`src/rtl/simon_pkg.sv`:
```
// Shared types and helpers for the Simon keypad front end.
package simon_pkg;

   localparam int NUM_KEYS = 4;
   localparam int KEY_W    = 2;

   typedef enum logic [1:0] {IDLE, PRESSED, CHORD} keypad_state_t;

   function automatic logic is_onehot(input logic [NUM_KEYS-1:0] v);
      return (v != '0) && ((v & (v - {{(NUM_KEYS-1){1'b0}}, 1'b1})) == '0);
   endfunction

   function automatic logic [KEY_W-1:0] key_index(input logic [NUM_KEYS-1:0] v);
      logic [KEY_W-1:0] idx;
      idx = '0;
      for (int i = 0; i < NUM_KEYS; i++) begin
         if (v[i]) idx = KEY_W'(i);
      end
      return idx;
   endfunction

endpackage

```
`src/rtl/simon_keypad_if.sv`:
```
// Keypad bus: raw buttons and timebase in, clean key level/events out.
interface simon_keypad_if;
   import simon_pkg::*;

   logic [15:0]         ticks_per_milli;
   logic [NUM_KEYS-1:0] btn_raw;
   logic [NUM_KEYS-1:0] btn;
   logic                key_valid;
   logic [KEY_W-1:0]    key_code;
   logic                key_held;
   logic                multi_err;

   modport master (
      input  ticks_per_milli, btn_raw,
      output btn, key_valid, key_code, key_held, multi_err
   );

   modport slave (
      output ticks_per_milli, btn_raw,
      input  btn, key_valid, key_code, key_held, multi_err
   );

endinterface

```
`src/rtl/simon_debounce.sv`:
```
// One-button synchroniser and ms-based debouncer; stable follows sync after DEBOUNCE_MS ticks.
module simon_debounce #(
   parameter int DEBOUNCE_MS = 20,
   parameter int SYNC_STAGES = 2
) (
   input  logic clk,
   input  logic rst_n,
   input  logic ms_tick,
   input  logic raw,
   output logic stable
);

   logic [SYNC_STAGES-1:0] sync_q;
   logic [7:0]             cnt_q;
   logic                   sync_bit;

   assign sync_bit = sync_q[SYNC_STAGES-1];

   always_ff @(posedge clk or negedge rst_n) begin
      if (!rst_n) begin
         sync_q <= '0;
         cnt_q  <= '0;
         stable <= 1'b0;
      end else begin
         sync_q <= {sync_q[SYNC_STAGES-2:0], raw};
         // Any return to the accepted level restarts the hold count.
         if (sync_bit == stable) begin
            cnt_q <= '0;
         end else if (ms_tick) begin
            if (cnt_q == 8'(DEBOUNCE_MS - 1)) begin
               stable <= sync_bit;
               cnt_q  <= '0;
            end else begin
               cnt_q <= cnt_q + 8'd1;
            end
         end
      end
   end

endmodule

```
`src/rtl/simon_keypad.sv`:
```
// Keypad front end: ms tick, 4 debouncers, press/chord FSM with registered outputs.
// Optional auto-repeat while a key is held is enabled by defining KEY_REPEAT_EN.
module simon_keypad
   import simon_pkg::*;
#(
   parameter int DEBOUNCE_MS = 20,
   parameter int SYNC_STAGES = 2
`ifdef KEY_REPEAT_EN
   ,
   parameter int REPEAT_DELAY_MS = 500,
   parameter int REPEAT_RATE_MS  = 200
`endif
) (
   input logic           clk,
   input logic           rst_n,
   simon_keypad_if.master kp
);

   logic [15:0]         tick_cnt_q;
   logic                ms_tick;
   logic [NUM_KEYS-1:0] stable;

   keypad_state_t       state_q, state_d;
   logic [NUM_KEYS-1:0] btn_q, btn_d;
   logic                key_valid_q, key_valid_d;
   logic [KEY_W-1:0]    key_code_q, key_code_d;
   logic                multi_err_q, multi_err_d;
   logic                rep_fire;

   // Live compare: a shrinking divisor below the count lets it wrap at 16 bits.
   assign ms_tick = (tick_cnt_q == kp.ticks_per_milli);

   always_ff @(posedge clk or negedge rst_n) begin
      if (!rst_n) tick_cnt_q <= '0;
      else        tick_cnt_q <= ms_tick ? 16'd0 : tick_cnt_q + 16'd1;
   end

   for (genvar i = 0; i < NUM_KEYS; i++) begin : g_db
      simon_debounce #(
         .DEBOUNCE_MS (DEBOUNCE_MS),
         .SYNC_STAGES (SYNC_STAGES)
      ) u_db (
         .clk     (clk),
         .rst_n   (rst_n),
         .ms_tick (ms_tick),
         .raw     (kp.btn_raw[i]),
         .stable  (stable[i])
      );
   end

`ifdef KEY_REPEAT_EN
   logic [15:0] rep_q, rep_d;

   // Counts ms while the same key stays held; cleared whenever PRESSED is not held.
   always_comb begin
      rep_d    = '0;
      rep_fire = 1'b0;
      if (state_q == PRESSED && stable == btn_q) begin
         rep_d = rep_q;
         if (ms_tick) begin
            rep_d = rep_q + 16'd1;
            if (rep_d == 16'(REPEAT_DELAY_MS)) begin
               rep_fire = 1'b1;
            end else if (rep_d == 16'(REPEAT_DELAY_MS + REPEAT_RATE_MS)) begin
               rep_fire = 1'b1;
               rep_d    = 16'(REPEAT_DELAY_MS);
            end
         end
      end
   end

   always_ff @(posedge clk or negedge rst_n) begin
      if (!rst_n) rep_q <= '0;
      else        rep_q <= rep_d;
   end
`else
   assign rep_fire = 1'b0;
`endif

   always_comb begin
      state_d     = state_q;
      btn_d       = btn_q;
      key_valid_d = 1'b0;
      key_code_d  = key_code_q;
      multi_err_d = 1'b0;
      case (state_q)
         IDLE: begin
            if (stable != '0) begin
               if (is_onehot(stable)) begin
                  state_d     = PRESSED;
                  key_valid_d = 1'b1;
                  key_code_d  = key_index(stable);
                  btn_d       = stable;
               end else begin
                  state_d     = CHORD;
                  multi_err_d = 1'b1;
               end
            end
         end
         PRESSED: begin
            if (stable == '0) begin
               state_d = IDLE;
               btn_d   = '0;
            end else if (stable != btn_q) begin
               state_d     = CHORD;
               btn_d       = '0;
               multi_err_d = 1'b1;
            end else begin
               key_valid_d = rep_fire;
            end
         end
         CHORD: begin
            btn_d = '0;
            if (stable == '0) state_d = IDLE;
         end
         default: begin
            state_d = IDLE;
            btn_d   = '0;
         end
      endcase
   end

   always_ff @(posedge clk or negedge rst_n) begin
      if (!rst_n) begin
         state_q     <= IDLE;
         btn_q       <= '0;
         key_valid_q <= 1'b0;
         key_code_q  <= '0;
         multi_err_q <= 1'b0;
      end else begin
         state_q     <= state_d;
         btn_q       <= btn_d;
         key_valid_q <= key_valid_d;
         key_code_q  <= key_code_d;
         multi_err_q <= multi_err_d;
      end
   end

   assign kp.btn       = btn_q;
   assign kp.key_valid = key_valid_q;
   assign kp.key_code  = key_code_q;
   assign kp.key_held  = (state_q == PRESSED);
   assign kp.multi_err = multi_err_q;

endmodule
```
`src/flat_wrapper.sv`:
```
// flat-port wrapper written by rule: the top's interface ports become plain ports
module simon_keypad_flat import simon_pkg::*;
#(
   parameter int DEBOUNCE_MS = 20,
   parameter int SYNC_STAGES = 2

)
  (clk, rst_n, kp_ticks_per_milli, kp_btn_raw, kp_btn, kp_key_valid, kp_key_code, kp_key_held, kp_multi_err);
  simon_keypad_if kp_i ();
  input logic clk;
  input logic rst_n;
  input wire logic [$bits(kp_i.ticks_per_milli)-1:0] kp_ticks_per_milli;
  input wire logic [$bits(kp_i.btn_raw)-1:0] kp_btn_raw;
  output wire logic [$bits(kp_i.btn)-1:0] kp_btn;
  output wire logic [$bits(kp_i.key_valid)-1:0] kp_key_valid;
  output wire logic [$bits(kp_i.key_code)-1:0] kp_key_code;
  output wire logic [$bits(kp_i.key_held)-1:0] kp_key_held;
  output wire logic [$bits(kp_i.multi_err)-1:0] kp_multi_err;
  assign kp_i.ticks_per_milli = kp_ticks_per_milli;
  assign kp_i.btn_raw = kp_btn_raw;
  assign kp_btn = kp_i.btn;
  assign kp_key_valid = kp_i.key_valid;
  assign kp_key_code = kp_i.key_code;
  assign kp_key_held = kp_i.key_held;
  assign kp_multi_err = kp_i.multi_err;
  simon_keypad #(.DEBOUNCE_MS(DEBOUNCE_MS), .SYNC_STAGES(SYNC_STAGES)) u_core (.clk(clk), .rst_n(rst_n), .kp(kp_i));
endmodule
```
`config.mk`:
```
export PLATFORM = sky130hd
export DESIGN_NAME = simon_keypad_flat
export DESIGN_NICKNAME = d
export VERILOG_FILES = /design/src/rtl/simon_pkg.sv /design/src/rtl/simon_keypad_if.sv /design/src/rtl/simon_debounce.sv /design/src/rtl/simon_keypad.sv /design/src/flat_wrapper.sv
export SDC_FILE = /design/constraint.sdc
export NUM_CORES = 1
export LEC_CHECK = 0
export CAP_MARGIN = 10
export CORE_MARGIN = 4
export CORE_UTILIZATION = 57
export CTS_CLUSTER_SIZE = 24
export DETAILED_ROUTE_END_ITERATION = 7
export PLACE_DENSITY = 0.83
export RECOVER_POWER = 25
export SLEW_MARGIN = 20
export SYNTH_ARGS = -nofsm -noshare
export SYNTH_HDL_FRONTEND = slang
export SYNTH_SLANG_ARGS = --single-unit
export TNS_END_PERCENT = 100
```
`constraint.sdc`:
```
create_clock -name clk -period 2.3 [get_ports clk]
set_input_delay 0.46 -clock clk [delete_from_list [all_inputs] [get_ports clk]]
set_output_delay 0.46 -clock clk [all_outputs]
set_load 0.02 [all_outputs]
```
==> metrics.md <==
| Metric | Value |
|---|---|
| Status | finished, violations left |
| Failing checks | capacitance limit, slew limit |
| Starting density of the core | 0.600 |
| TNS Setup | 0 ps |
| Post-synth EDFFs | 0 |
| VDD IR max | 417 µV |
| Setup WS post-layout | 124 ps |
| Hold path endpoint | u_core.g_db[1].u_db.sync_q[1] |
| Pwr Density | around 560 nW/µm² |
| Switch Pwr | 0.000569 W |
| Post-route ant nets | 0 |
| Post-CTS Hold Buffers | 0 |
| Hold_sp | u_core.g_db[1].u_db.sync_q[0] |
| Post-synthesis async set-or-reset flop share | 1.00 |
| Setup crit start kind | primary input |
| Drt total wl | 7.26 mm |
| RSZ-0062 raised after global routing | false |
| Sequential Power Share | 0.553 |
| IO Pins | 31 |
| Netlist cell types | 42 |
| Placed Area | 4090 µm² |
| Reg2reg end | u_core.kp.btn[2] |
| Largest family of logic cells by synthesized area | simple AND/OR/NAND/NOR gates |
| R2R setup slack | 200 ps |
| Initial antenna violation count | 0 |
| Worst R2R Start | u_core.g_db[3].u_db.stable |
| Clock power frac | 0.372 |
| Dpl ws | -220 ps |
| Area growth, synth to finish | 17.0% |
| Synth top area share | 0.482 |
| Clk buf depth | 2 |
| Final HPWL DP | roughly 5.0 mm |
| Worst-path cell with the longest stage delay | or4_1 |
| CP max stage delay | 500 ps |
| Fmax achieved | 460 MHz |
| Synth area leaders | dfrtp_1 48%, xor2_1 8.2%, nor2_1 5.6% |
| Fin crit share | 0.946 |
| Die X | just under 90 µm |
| Fillers | 471 |
| CTS Sinks | 70 |
| Mean Syn Cell Area | 9.62 µm² |
| Post-synthesis cell count | 378 |
| Setup Fix Bufs, Post-CTS | 0 |
| Clk pin slew, worst setup/hold paths | ~60 ps |
| Worst skew pair latency | 350 ps |
| Final Skew | 6.89 ps |
| P_leak | 1.92 nW |
| Die ar. | ~7700 µm² |
| Seq cells post-synth | 70 |
| GPL Wtd Cong | approximately 0.86 |
| # DRC | 0 |
| Die H | 87.9 µm |
| Slew HR | -0.116 |
| Post-synthesis net count | slightly above 400 |
| CTS tree | done |
| Multiplexer area fraction after synthesis | 0.0145 |
| Reg2Reg Depth | 5 |
| Global-route wire length before repair | ~13 mm |
| Vias per cell | 5.88 |
| Comb power frac | 0.076 |
| Adder-cell share of the synthesized area | 0.0200 |
| IO buf count | 30 |
| CP Capture Type | register |
| Least-Margin Pin Slew | 1670 ps |
| Core ar. | just over 6000 µm² |
| Worst EP arrival | 2440 ps |
| Tmin final | ~2200 ps |
| Fraction of layout cells with a size suffix above 1 | 0.0948 |
| Max-slew violations | 71 |
| Post-synthesis cell type with the largest combined area | dfrtp_1 |
| N_diodes | 0 |
| Synth top cells by count | 70 x dfrtp_1, 54 x nor2_1, 43 x nand2_1 |
| Critical path required time | roughly 2600 ps |
| Vias in the first global route | 2824 |
| Max-Cap Viols | 1 |
| Synth Area in Compound Gates | 0.120 |
| Core Rows | 28 |
| Crit Path Max Fanout | 11 |
| Switching part of the total | 0.238 |
| Post-Syn Area | approximately 3600 µm² |
| Inserted Clock Buffers | 9 |
| Hold Crit Depth | 0 |
| Setup CP Type | primary input to register |
| CTS H-tree lvls | 3 |
| First-pass DRT Iterations | 4 |
| Top_reg_cell synth | dfrtp_1 |
| Design area | approximately 4300 µm² |
| Synth warnings | 0 |
| Post-cts resize count | 0 |
| Setup violations, final | 0 |
| Min-delay worst type | register to register |
| Internal power | 0.00182 W |
| Most common cell in the synthesized netlist | dfrtp_1 |
| Layout Nets | 446 |
| Synth Area in XOR/XNOR | 0.101 |
| Via count | 2921 |
| Seq/Total Area, Yosys | 0.482 |
| DR WL/cell | 14.6 µm |
| Hold Vio Cnt, Final | 0 |
| GRT Util Overall | 0.209 |
| GRT Residual Overflow | 0 |
| Iter 0 DRT Violations | 185 |
| Synth Area in Simple Gates | 0.236 |
| Largest net degree at the start of global routing | 71 |
| Crit-path cells | clkdlybuf4s50_1, xor2_1, nor4_1, nand4_1, buf_4, or4_1, a21oi_1 |
| Fin util | 0.702 |
| Clk root buf | clkbuf_8 |
sequential cells by signal (all words and copies together), names as in the netlist:
register,cells
u_core.g_db.u_db.cnt_q,32
u_core.g_db.u_db.stable,4
u_core.g_db.u_db.sync_q,8
u_core.kp.btn,4
u_core.kp.key_code,2
u_core.kp.key_valid,1
u_core.kp.multi_err,1
u_core.state_q,2
u_core.tick_cnt_q,16
through the flow:
step	instances	total power, W	hold WS, ps
final	497	0.00239	348
after global routing	497	0.00251	373
after CTS	497	0.00243	130
after detailed placement	483	0.00153	335
after global placement	483	0.00152	334
after floorplan	378	0.00143	164
cell families (layout without fill, tap and decap cells):
logic type,after synthesis,after routing
simple gates,173,173
flops,70,70
compound gates,61,61
fa+ha+maj,6,6
mux,5,5
xor+xnor,42,42
buf+inv,21,65
metal layers:
layer  share of wire  GRT usage
met1            0.45      0.262
met2            0.48      0.334
met4           0.013     0.0753
met5               0          0
met3           0.056     0.0743
placed cells by master (no fill, tap or decap), types with 4 or more instances in the layout:
cell type	instances
dfrtp_1	70
nor2_1	54
nand2_1	43
xor2_1	34
clkdlybuf4s50_1	29
a21oi_1	19
nand3_1	15
buf_4	14
clkbuf_8	12
and3_1	10
nand4_1	10
o21ai_0	10
a32o_1	9
xnor2_1	8
nor3_1	7
nor4_1	6
nand2b_1	6
inv_1	5
ha_1	5
and2_1	4
o2bb2ai_1	4
a22o_1	4
or4_1	4
worst max path at each step:
stage | from | depth (start not counted) | to
6_report | kp_ticks_per_milli[1] | 7 | u_core.g_db[3].u_db.cnt_q[7]
5_1_grt | kp_ticks_per_milli[1] | 7 | u_core.g_db[3].u_db.cnt_q[7]
4_1_cts | u_core.state_q[0] | 3 | kp_key_held
3_5_place_dp | kp_ticks_per_milli[1] | 7 | u_core.g_db[3].u_db.cnt_q[7]
3_3_place_gp | kp_ticks_per_milli[1] | 7 | u_core.g_db[2].u_db.cnt_q[6]
2_1_floorplan | kp_ticks_per_milli[1] | 6 | u_core.g_db[0].u_db.cnt_q[5]
power groups by stage:
| stage | registers, W | clock network (W) | logic, W |
|---|---|---|---|
| finish | 0.00132 | 0.000889 | 0.000181 |
| CTS | 0.00132 | 0.000925 | 0.000188 |
| floorplan | 0.00133 | 0 | 0.000101 |
| detailed placement | 0.00134 | 0 | 0.000187 |
| global placement | 0.00134 | 0 | 0.000180 |
| global route | 0.00133 | 0.000976 | 0.000204 |
final cells by class:
type                    count  area (µm²)  share of cell area
inverters                   5        18.8             0.00441
clock inverters             1        5.00             0.00118
clock buffers              13         169              0.0397
well taps                  75        93.8              0.0221
multi-input cells         287        1790               0.421
flip-flops and latches     70        1750               0.412
repair buffers             46         425               0.100
critical path: cells and delay by family:
| family | cells | cell delay [ps] |
|---|---|---|
| XOR/XNOR | 1 | 160 |
| AO/OA/AOI/OAI | 1 | 160 |
| buffers and inverters | 2 | 610 |
| AND/OR/NAND/NOR | 3 | 1050 |
(Power assumes the default switching activity.)
